$ cat src/rtl/sccb_config_controller.sv
// SCCB write-only master that replays the OV7670 QVGA/RGB565 register table after reset or on start.
// Define CAM_COLOR_BAR_EN to append the COM17 colour-bar test pattern write before the terminator.
//
// state  | meaning
// IDLE   | bus idle, waiting for start or the post-reset auto start
// FETCH  | read table[cfg_index] and decide write / delay / end
// START  | START condition, 4 quarters
// BIT    | 27 bits (ID, register, data, each followed by a released ACK bit)
// STOP   | STOP condition, 4 quarters
// GAP    | bus idle for 4 quarters between writes
// DELAY  | bus idle for DELAY_CYCLES after a delay entry
// DONE   | table finished, waiting for start
module sccb_config_controller #(
    parameter int         CLK_FREQ_HZ  = 100_000_000,
    parameter int         SCCB_FREQ_HZ = 100_000,
    parameter logic [7:0] DEV_ADDR     = 8'h42,
    parameter int         DELAY_CYCLES = 1_000_000,
    parameter bit         AUTO_START   = 1'b1
) (
    input  logic       clk,
    input  logic       reset,
    input  logic       start,
    output logic       sioc,
    output logic       siod_o,
    output logic       siod_oe,
    output logic       busy,
    output logic       done,
    output logic [5:0] cfg_index
);
    localparam int QTR = CLK_FREQ_HZ / (4 * SCCB_FREQ_HZ);
    localparam int QW  = (QTR > 1) ? $clog2(QTR) : 1;
    localparam int DW  = (DELAY_CYCLES > 1) ? $clog2(DELAY_CYCLES) : 1;

    generate
        if (QTR < 1) begin : g_qtr_check
            $error("sccb_config_controller: CLK_FREQ_HZ too low for SCCB_FREQ_HZ");
        end
    endgenerate

    typedef enum logic [2:0] {
        S_IDLE, S_FETCH, S_START, S_BIT, S_STOP, S_GAP, S_DELAY, S_DONE
    } state_t;

    function automatic logic [15:0] table_entry(input logic [5:0] idx);
        case (idx)
            6'd0: table_entry = 16'h1280;
            6'd1: table_entry = 16'hFFF0;
            6'd2: table_entry = 16'h1214;
            6'd3: table_entry = 16'h40D0;
            6'd4: table_entry = 16'h8C00;
            6'd5: table_entry = 16'h1101;
            6'd6: table_entry = 16'h3A04;
`ifdef CAM_COLOR_BAR_EN
            6'd7: table_entry = 16'h4208;
`endif
            default: table_entry = 16'hFFFF;
        endcase
    endfunction

    state_t          state;
    logic [QW-1:0]   qtr_cnt;
    logic [1:0]      quarter;
    logic [4:0]      bit_cnt;
    logic [26:0]     shreg;
    logic [DW-1:0]   delay_cnt;
    logic            auto_go;
    logic [15:0]     entry;
    logic            tick;

    assign entry  = table_entry(cfg_index);
    assign tick   = (qtr_cnt == '0);
    assign siod_o = 1'b0;

    always_ff @(posedge clk) begin
        if (reset) begin
            state     <= S_IDLE;
            qtr_cnt   <= '0;
            quarter   <= 2'd0;
            bit_cnt   <= 5'd0;
            shreg     <= '0;
            delay_cnt <= '0;
            auto_go   <= AUTO_START;
            sioc      <= 1'b1;
            siod_oe   <= 1'b0;
            busy      <= 1'b0;
            done      <= 1'b0;
            cfg_index <= 6'd0;
        end else begin
            if (state inside {S_START, S_BIT, S_STOP, S_GAP}) begin
                qtr_cnt <= tick ? QW'(QTR - 1) : qtr_cnt - QW'(1);
                if (tick) quarter <= quarter + 2'd1;
            end
            case (state)
                S_IDLE: begin
                    if (start || auto_go) begin
                        auto_go   <= 1'b0;
                        busy      <= 1'b1;
                        cfg_index <= 6'd0;
                        state     <= S_FETCH;
                    end
                end
                S_FETCH: begin
                    if (entry == 16'hFFFF) begin
                        done  <= 1'b1;
                        busy  <= 1'b0;
                        state <= S_DONE;
                    end else if (entry == 16'hFFF0) begin
                        delay_cnt <= DW'(DELAY_CYCLES - 1);
                        state     <= S_DELAY;
                    end else begin
                        // ACK slots are stored as 1 so they shift out as "released"
                        shreg   <= {DEV_ADDR, 1'b1, entry[15:8], 1'b1, entry[7:0], 1'b1};
                        quarter <= 2'd0;
                        qtr_cnt <= QW'(QTR - 1);
                        sioc    <= 1'b1;
                        siod_oe <= 1'b0;
                        state   <= S_START;
                    end
                end
                S_START: begin
                    if (tick) begin
                        case (quarter)
                            2'd0: siod_oe <= 1'b1;
                            2'd1: sioc    <= 1'b0;
                            2'd2: ;
                            default: begin
                                bit_cnt <= 5'd0;
                                siod_oe <= ~shreg[26];
                                state   <= S_BIT;
                            end
                        endcase
                    end
                end
                S_BIT: begin
                    if (tick) begin
                        case (quarter)
                            2'd0: ;
                            2'd1: sioc <= 1'b1;
                            2'd2: ;
                            default: begin
                                sioc <= 1'b0;
                                if (bit_cnt == 5'd26) begin
                                    siod_oe <= 1'b1;
                                    state   <= S_STOP;
                                end else begin
                                    bit_cnt <= bit_cnt + 5'd1;
                                    shreg   <= {shreg[25:0], 1'b0};
                                    siod_oe <= ~shreg[25];
                                end
                            end
                        endcase
                    end
                end
                S_STOP: begin
                    if (tick) begin
                        case (quarter)
                            2'd0: sioc    <= 1'b1;
                            2'd1: siod_oe <= 1'b0;
                            2'd2: ;
                            default: state <= S_GAP;
                        endcase
                    end
                end
                S_GAP: begin
                    if (tick && quarter == 2'd3) begin
                        cfg_index <= cfg_index + 6'd1;
                        state     <= S_FETCH;
                    end
                end
                S_DELAY: begin
                    if (delay_cnt == '0) begin
                        cfg_index <= cfg_index + 6'd1;
                        state     <= S_FETCH;
                    end else begin
                        delay_cnt <= delay_cnt - DW'(1);
                    end
                end
                S_DONE: begin
                    if (start) begin
                        done      <= 1'b0;
                        busy      <= 1'b1;
                        cfg_index <= 6'd0;
                        state     <= S_FETCH;
                    end
                end
                default: state <= S_IDLE;
            endcase
        end
    end
endmodule

$ cat config.mk
export PLATFORM = sky130hd
export DESIGN_NAME = sccb_config_controller
export DESIGN_NICKNAME = d
export VERILOG_FILES = /design/src/rtl/sccb_config_controller.sv
export SDC_FILE = /design/constraint.sdc
export NUM_CORES = 1
export LEC_CHECK = 0
export ABC_CLOCK_PERIOD_IN_PS = 2200
export CORE_ASPECT_RATIO = 0.75
export CORE_MARGIN = 1
export CORE_UTILIZATION = 45
export CTS_CLUSTER_DIAMETER = 150
export CTS_CLUSTER_SIZE = 14
export DETAILED_ROUTE_END_ITERATION = 7
export PLACE_DENSITY = 0.62
export SETUP_SLACK_MARGIN = 0.2
export SLEW_MARGIN = 20
export SYNTH_ARGS = -nofsm -noshare
export SYNTH_HDL_FRONTEND = slang
export SYNTH_SLANG_ARGS = --single-unit
$ cat constraint.sdc
create_clock -name clk -period 2.2 [get_ports clk]
set_input_delay 0.44 -clock clk [delete_from_list [all_inputs] [get_ports clk]]
set_output_delay 0.44 -clock clk [all_outputs]
set_load 0.005 [all_outputs]
==> flow_summary.json, run 1 <==
{
  "clock_skew_ns": 0.00778,
  "viasPerCell": 5.91,
  "power_density_nw_per_um2": 1010,
  "area_growth_pct": 27.3,
  "h-tree-depth": 3,
  "finalCritPeriodShare_pct": 92.2,
  "io_pins": 14,
  "ys_ff_latch": 76,
  "diodes": 0,
  "rsz0062_at_grt": "true",
  "cap_violations": 0,
  "synth_edf_count": 0,
  "wl_per_cell_um": 16.1,
  "final_cells": 651,
  "critPathSlowestCell": "or3_4",
  "layout-drive-gt1-share_pct": 22.1,
  "grt_pass1_vias": 3395,
  "synth_common_cells": "76 x dfxtp_1, 49 x a21oi_1, 49 x nand2_1",
  "grt_max_degree": 28,
  "numCtsBuffers": 9,
  "slowest_delay_ns": 0.43,
  "finalCriticalPeriod_ns": 2.03,
  "p_int_w": 0.00346,
  "async_reset_ff_share_pct": 0,
  "dpl.cell_count": 623,
  "cts.sinks": 76,
  "synth_top_cells_by_area": "dfxtp_1 37%, a21oi_1 6.0%, ha_1 4.6%",
  "arrival_ns": 2.28,
  "io_buffers": 12,
  "yosys_warnings": 0,
  "core_um2": 8640,
  "cts_root_buf": "clkbuf_16",
  "syn_area_per_cell_um2": 8.39,
  "grt_util_all_layers_pct": 21.8,
  "yosysSeqAreaShare_pct": 37.2,
  "clkTransAtPathRegs_ns": 0.06,
  "clk_path_buf_depth": 2,
  "postPlaceCellArea_um2": 4580,
  "syn_area_um2": 4090,
  "p_sw_w": 0.00178,
  "violations": "DRC",
  "initial_core_util_pct": 47.4,
  "syn_inst": 488,
  "timing.critical_path.buf_inv": 2,
  "synthesis.nets": 506,
  "crit_fanout": 6,
  "clockPowerShare_pct": 29.2,
  "drt_iter0_drc": 394,
  "detail_route.first_pass.iterations": 7,
  "hpwlAfterDp_um": 6920,
  "ir_worst_vdd_mv": 0.662,
  "gr-total-overflow": 0,
  "final_max_slew_viol_count": 0,
  "synth_flop_cell": "dfxtp_1",
  "yosys.area.top_type_share_pct": 37.2,
  "leakage_nw": 1.94,
  "fillers": 751,
  "crit_family": "simple AND/OR/NAND/NOR gates",
  "status": "finished with violations",
  "worst_path_most_repeated_cell": "nor3_1",
  "switching_share_pct": 34.0,
  "synth.most_common_cell": "dfxtp_1",
  "setup_tns_ns": 0,
  "drtAntennaViolNets": 0,
  "tritoncts": "done",
  "setup_viol": 0,
  "design_area_um2": 5210,
  "die_w_um": 112,
  "fin_nets": 558,
  "die_h_um": 84.6,
  "post-route-util_pct": 60.3,
  "cp.required_ns": 2.45,
  "grt_antenna_before_repair": 0,
  "fmax_mhz": 493,
  "drc": 3,
  "drt_wl_total_um": 10500,
  "crit_path_start_kind": "register",
  "rows": 29,
  "hold_path_class": "register to register",
  "worstPathCellList": "inv_4 -> ha_4 -> or3_4 -> o211ai_4 -> o22a_4 -> clkbuf_16 -> nor3_1 -> nor3_1",
  "finalHoldViolCount": 0,
  "die-area_um2": 9490,
  "p_comb_share_pct": 37.5,
  "power_frac_seq_pct": 33.3,
  "clkLatencyLatePin_ns": 0.34,
  "path_class": "register to register",
  "cp-end-kind": "register",
  "yosys.area.top_type": "dfxtp_1",
  "grt_pass1_wl_um": 16700,
  "gp_congestion": 0.871,
  "synth.distinct_cells": 66,
  "vias": 3849
}
final timing paths:
kind	start	end	slack [ns]	cells after the start
min	auto_go	auto_go	0.44	2
max	cfg_index[1]	shreg[25]	0.17	8
min reg2reg	auto_go	auto_go	0.44	2
max reg2reg	cfg_index[1]	shreg[25]	0.17	8
cell families after synthesis:
| group | Yosys count | share of synthesized area (%) |
|---|---|---|
| muxes | 13 | 3.18 |
| AOI/OAI and AO/OA | 120 | 19.8 |
| DFF | 76 | 37.2 |
| xor gates and xnor gates | 19 | 4.06 |
| and+or+nand+nor | 202 | 26.5 |
| other | 1 | 0.0916 |
| adders and majority gates | 15 | 4.58 |
| buffers and inverters | 42 | 4.55 |
state kept, by name (all words and copies together), names as in the netlist:
signal / cells
qtr_cnt: 8
sioc: 1
auto_go: 1
siod_oe: 1
delay_cnt: 20
shreg: 27
cfg_index: 6
state: 3
quarter: 2
done: 1
bit_cnt: 5
busy: 1
cells in the final DEF, fill, tap and decap left out, types with 8 or more instances in the layout:
master           instances
a21oi_1                 45
buf_4                   49
clkbuf_16               11
clkdlybuf4s50_1         11
dfxtp_1                 70
ha_1                    10
inv_1                   13
mux2i_1                 13
nand2_1                 44
nand2b_1                 8
nand3_1                 20
nand4_1                 11
nor2_1                  33
nor3_1                  22
o211ai_1                10
o21ai_0                  9
or4_1                    8
xor2_1                  13
final cells by class:
| class | count | area [µm²] | share of cell area, % |
|---|---|---|---|
| Clock inverter | 1 | 30.0 | 0.576 |
| Multi-Input combinational cell | 370 | 2560 | 49.2 |
| Clock buffer | 13 | 280 | 5.38 |
| Tap cell | 108 | 135 | 2.59 |
| Sequential cell | 76 | 1530 | 29.4 |
| Inverter | 16 | 65.1 | 1.25 |
| Timing Repair Buffer | 67 | 604 | 11.6 |
through the flow:
stage	worst slack, ns	total power (W)	hold WS (ns)
floorplan	0.200	0.00292	0.417
global placement	0.124	0.00341	0.428
global route	0.0938	0.00553	0.461
finish	0.172	0.00524	0.436
CTS	0.195	0.00500	0.438
detailed placement	0.101	0.00343	0.428
timing repair:
| action | 4_1_cts | 5_1_grt |
|---|---|---|
| gates resized for setup | 5 | 40 |
| gates cloned | 0 | 3 |
| pin swaps | 3 | 18 |
| endpoints found under the setup margin | 46 | 59 |
| hold buffers | 0 | 0 |
| hold endpoints to repair | 0 | 0 |
| buffers inserted | 3 | 8 |
power groups by stage:
stage	clock network, W	logic (W)	registers (W)
finish	0.00153	0.00197	0.00175
CTS	0.00157	0.00170	0.00173
global route	0.00162	0.00213	0.00178
global placement	0	0.00166	0.00175
detailed placement	0	0.00167	0.00176
floorplan	0	0.00123	0.00169
metal layers:
| metal | share of wire [%] | global-route usage (%) |
|---|---|---|
| met1 | 52 | 31.9 |
| met2 | 42 | 31.5 |
| met3 | 5.4 | 5.20 |
| met4 | 1.2 | 6.91 |
| met5 | 0 | 0 |
tightest hold or removal path: cells and delay by family (launching register included):
kind	cells	cell delay, ns
DFF	1	0.30
and+or+nand+nor	2	0.09
(Power assumes the default switching activity.)
==> inputs of run 2 (changes only) <==
--- a/config.mk
+++ b/config.mk
@@ -6,8 +6,8 @@
 export NUM_CORES = 1
 export LEC_CHECK = 0
 export ABC_CLOCK_PERIOD_IN_PS = 2200
+export CAP_MARGIN = 10
 export CORE_ASPECT_RATIO = 0.75
-export CORE_MARGIN = 1
 export CORE_UTILIZATION = 45
 export CTS_CLUSTER_DIAMETER = 150
 export CTS_CLUSTER_SIZE = 14
==> results of run 2 <==
Final layout, timing and power as in run 1 (identical DEF).
==> inputs of run 3 (changes only) <==
--- a/config.mk
+++ b/config.mk
@@ -12,7 +12,8 @@
 export CTS_CLUSTER_DIAMETER = 150
 export CTS_CLUSTER_SIZE = 14
 export DETAILED_ROUTE_END_ITERATION = 7
-export PLACE_DENSITY = 0.62
+export DONT_BUFFER_PORTS = 1
+export PLACE_DENSITY = 0.6
 export SETUP_SLACK_MARGIN = 0.2
 export SLEW_MARGIN = 20
 export SYNTH_ARGS = -nofsm -noshare
==> run 3 against run 2 <==
  * The flow still finishes with violations (DRC)
  * Utilization up 0.52 points
  * Fmax up 0.42%
  * Critical endpoint is now shreg[7]
  * Critical path type unchanged
  * Sequential power about the same
  * Worst setup slack better by 0.0085 ns
  * Total power up 1.5%
  * Combinational power up 6%
  * Critical path depth up 1
  * Routed wire length up 3.1%
  * Non-clock buffer count down 9
  * Count of clock-buffer cells in the layout unchanged
  * First-iteration DRC count down 22%
  * Clock power down 5%
==> flow_summary.json, run 3 (synthesized netlist as in run 1, its figures left out) <==
{
  "status": "finished with violations",
  "violations": "DRC",
  "seq_area_um2": 1540,
  "hpwlAfterDp_um": 6830,
  "final_cells": 646,
  "grt_pass1_vias": 3380,
  "crit_family": "compound AO/OA/AOI/OAI gates",
  "slowest_delay_ns": 0.40,
  "core_um2": 8640,
  "min_from": "reset",
  "drt_wl_total_um": 10800,
  "cts.sinks": 76,
  "io_pins": 14,
  "initial_core_util_pct": 47.4,
  "largest_register_ffs": 27,
  "detail_route.first_pass.iterations": 8,
  "wl_per_cell_um": 16.7,
  "fmax_mhz": 495,
  "die_h_um": 84.6,
  "crit_path_start_kind": "register",
  "grt_max_degree": 59,
  "clock_skew_ns": 0.00819,
  "totalPowerFinal_w": 0.00532,
  "vias": 3835,
  "drtAntennaViolNets": 0,
  "finalCriticalPeriod_ns": 2.02,
  "ir_worst_vdd_mv": 0.588,
  "setup_tns_ns": 0,
  "io_buffers": 0,
  "leakage_nw": 1.93,
  "finalCritPeriodShare_pct": 91.8,
  "clkLatencyLatePin_ns": 0.34,
  "clk_path_buf_depth": 2,
  "cp.required_ns": 2.42,
  "fillers": 768,
  "rows": 29,
  "area_growth_pct": 28.4,
  "fin_nets": 551,
  "critPathSlowestCell": "dfxtp_4",
  "die-area_um2": 9490,
  "drt_iter0_drc": 309,
  "grt_util_all_layers_pct": 22.4,
  "clkTransAtPathRegs_ns": 0.06,
  "holdWs_ns": 0.162,
  "cp-end-kind": "register",
  "regToRegEndpoint": "shreg[7]",
  "multiInputGateArea_um2": 2720,
  "gp_congestion": 0.840,
  "grt_pass1_wl_um": 16900,
  "tritoncts": "done",
  "setup_viol": 0,
  "die_w_um": 112,
  "rrSetupSlack_ns": 0.18,
  "worstPathCellList": "inv_4 -> ha_4 -> or3_4 -> o211ai_4 -> buf_6 -> o22ai_4 -> buf_12 -> o211ai_1 -> a21oi_1",
  "reg2reg_from": "cfg_index[0]",
  "dpl.cell_count": 606,
  "numCtsBuffers": 9,
  "top_register": "shreg",
  "ff2ff_path_depth": 9,
  "finalHoldViolCount": 0,
  "cap_violations": 0,
  "power_density_nw_per_um2": 1010,
  "layout_commonest_cell": "dfxtp_1",
  "hold_path_class": "input pin to register",
  "diodes": 0,
  "layout-drive-gt1-share_pct": 28.6,
  "post-route-util_pct": 60.9,
  "largestRegisters": "shreg x27, delay_cnt x20, qtr_cnt x8",
  "rsz0062_at_grt": "true",
  "gr-total-overflow": 0,
  "arrival_ns": 2.24,
  "path_class": "register to register",
  "hold_path_depth": 1,
  "cts_root_buf": "clkbuf_16",
  "grt_antenna_before_repair": 0,
  "drc": 2,
  "crit_fanout": 14,
  "h-tree-depth": 3,
  "viasPerCell": 5.94,
  "final_cell_mix": "68 x dfxtp_1, 52 x buf_4, 44 x a21oi_1",
  "final_max_slew_viol_count": 0,
  "min_to": "delay_cnt[3]",
  "timing.critical_path.buf_inv": 3
}
==> run 3: cell count changes in the layout (fill, tap and decap cells not counted), moves of 3 or more <==
| cell | before | now |
|---|---|---|
| nor3_1 | 22 | 17 |
| nor4_2 | 2 | 5 |
| nor3_2 | 3 | 7 |
| nor2_1 | 33 | 29 |
| nor2_2 | 1 | 4 |
| clkdlybuf4s50_1 | 11 | 0 |
| buf_4 | 49 | 52 |
| nor2b_2 | 0 | 3 |
| inv_1 | 13 | 9 |
| nor4_1 | 6 | 1 |
| inv_2 | 0 | 5 |
| nor2b_1 | 6 | 3 |
==> run 3: worst max-delay path by stage <==
stage,to,start,cells after the start,slack (ns)
3_5_place_dp,qtr_cnt[0],cfg_index[1],7,-0.03
4_1_cts,shreg[20],cfg_index[0],8,0.14
2_1_floorplan,shreg[24],cfg_index[0],10,0.20
6_report,shreg[7],cfg_index[0],9,0.18
3_3_place_gp,sioc,qtr_cnt[0],8,0.06
5_1_grt,shreg[8],cfg_index[0],9,0.11
==> run 3: area by class of cell <==
class | count | area share, %
Multi-Input combinational cell | 372 | 51.7
Sequential cell | 76 | 29.2
Timing Repair Buffer | 58 | 9.57
Clock buffer | 13 | 5.36
Tap cell | 108 | 2.57
Inverter | 16 | 1.19
Clock inverter | 3 | 0.333
==> run 3: per-layer routing <==
layer  up-vias  track usage [%]  part of all wire (%)
li1       1904                -                     -
met1      1830             32.4                    51
met2        90             32.6                    44
met3        11             5.49                   4.5
met4         0             7.15                   1.0
met5         -                0                     0
==> run 3: worst register-to-register path: stages (launching register included) <==
cell	delay, ns
dfxtp_4	0.40
inv_4	0.06
ha_4	0.15
or3_4	0.40
o211ai_4	0.30
buf_6	0.16
o22ai_4	0.07
buf_12	0.16
o211ai_1	0.10
a21oi_1	0.09
==> run 3: what timing repair did <==
action	in CTS	in global routing
pin swaps	5	26
endpoints found under the setup margin	55	66
hold buffers	0	0
gates resized for setup	13	67
setup buffers	5	15
cloned	1	3
==> run 3: stage by stage <==
stage          cell area, µm²  worst slack (ns)
2_1_floorplan            4130             0.200
3_3_place_gp             4410            0.0601
3_5_place_dp             4410           -0.0293
4_1_cts                  4790             0.144
5_1_grt                  5260             0.108
6_report                 5260             0.181
==> run 3: power breakdown <==
group          internal [W]  total, W  switching, W
Clock              0.000890   0.00146      0.000570
Combinational      0.000947   0.00208       0.00113
Sequential          0.00157   0.00178      0.000209
Total               0.00341   0.00532       0.00191
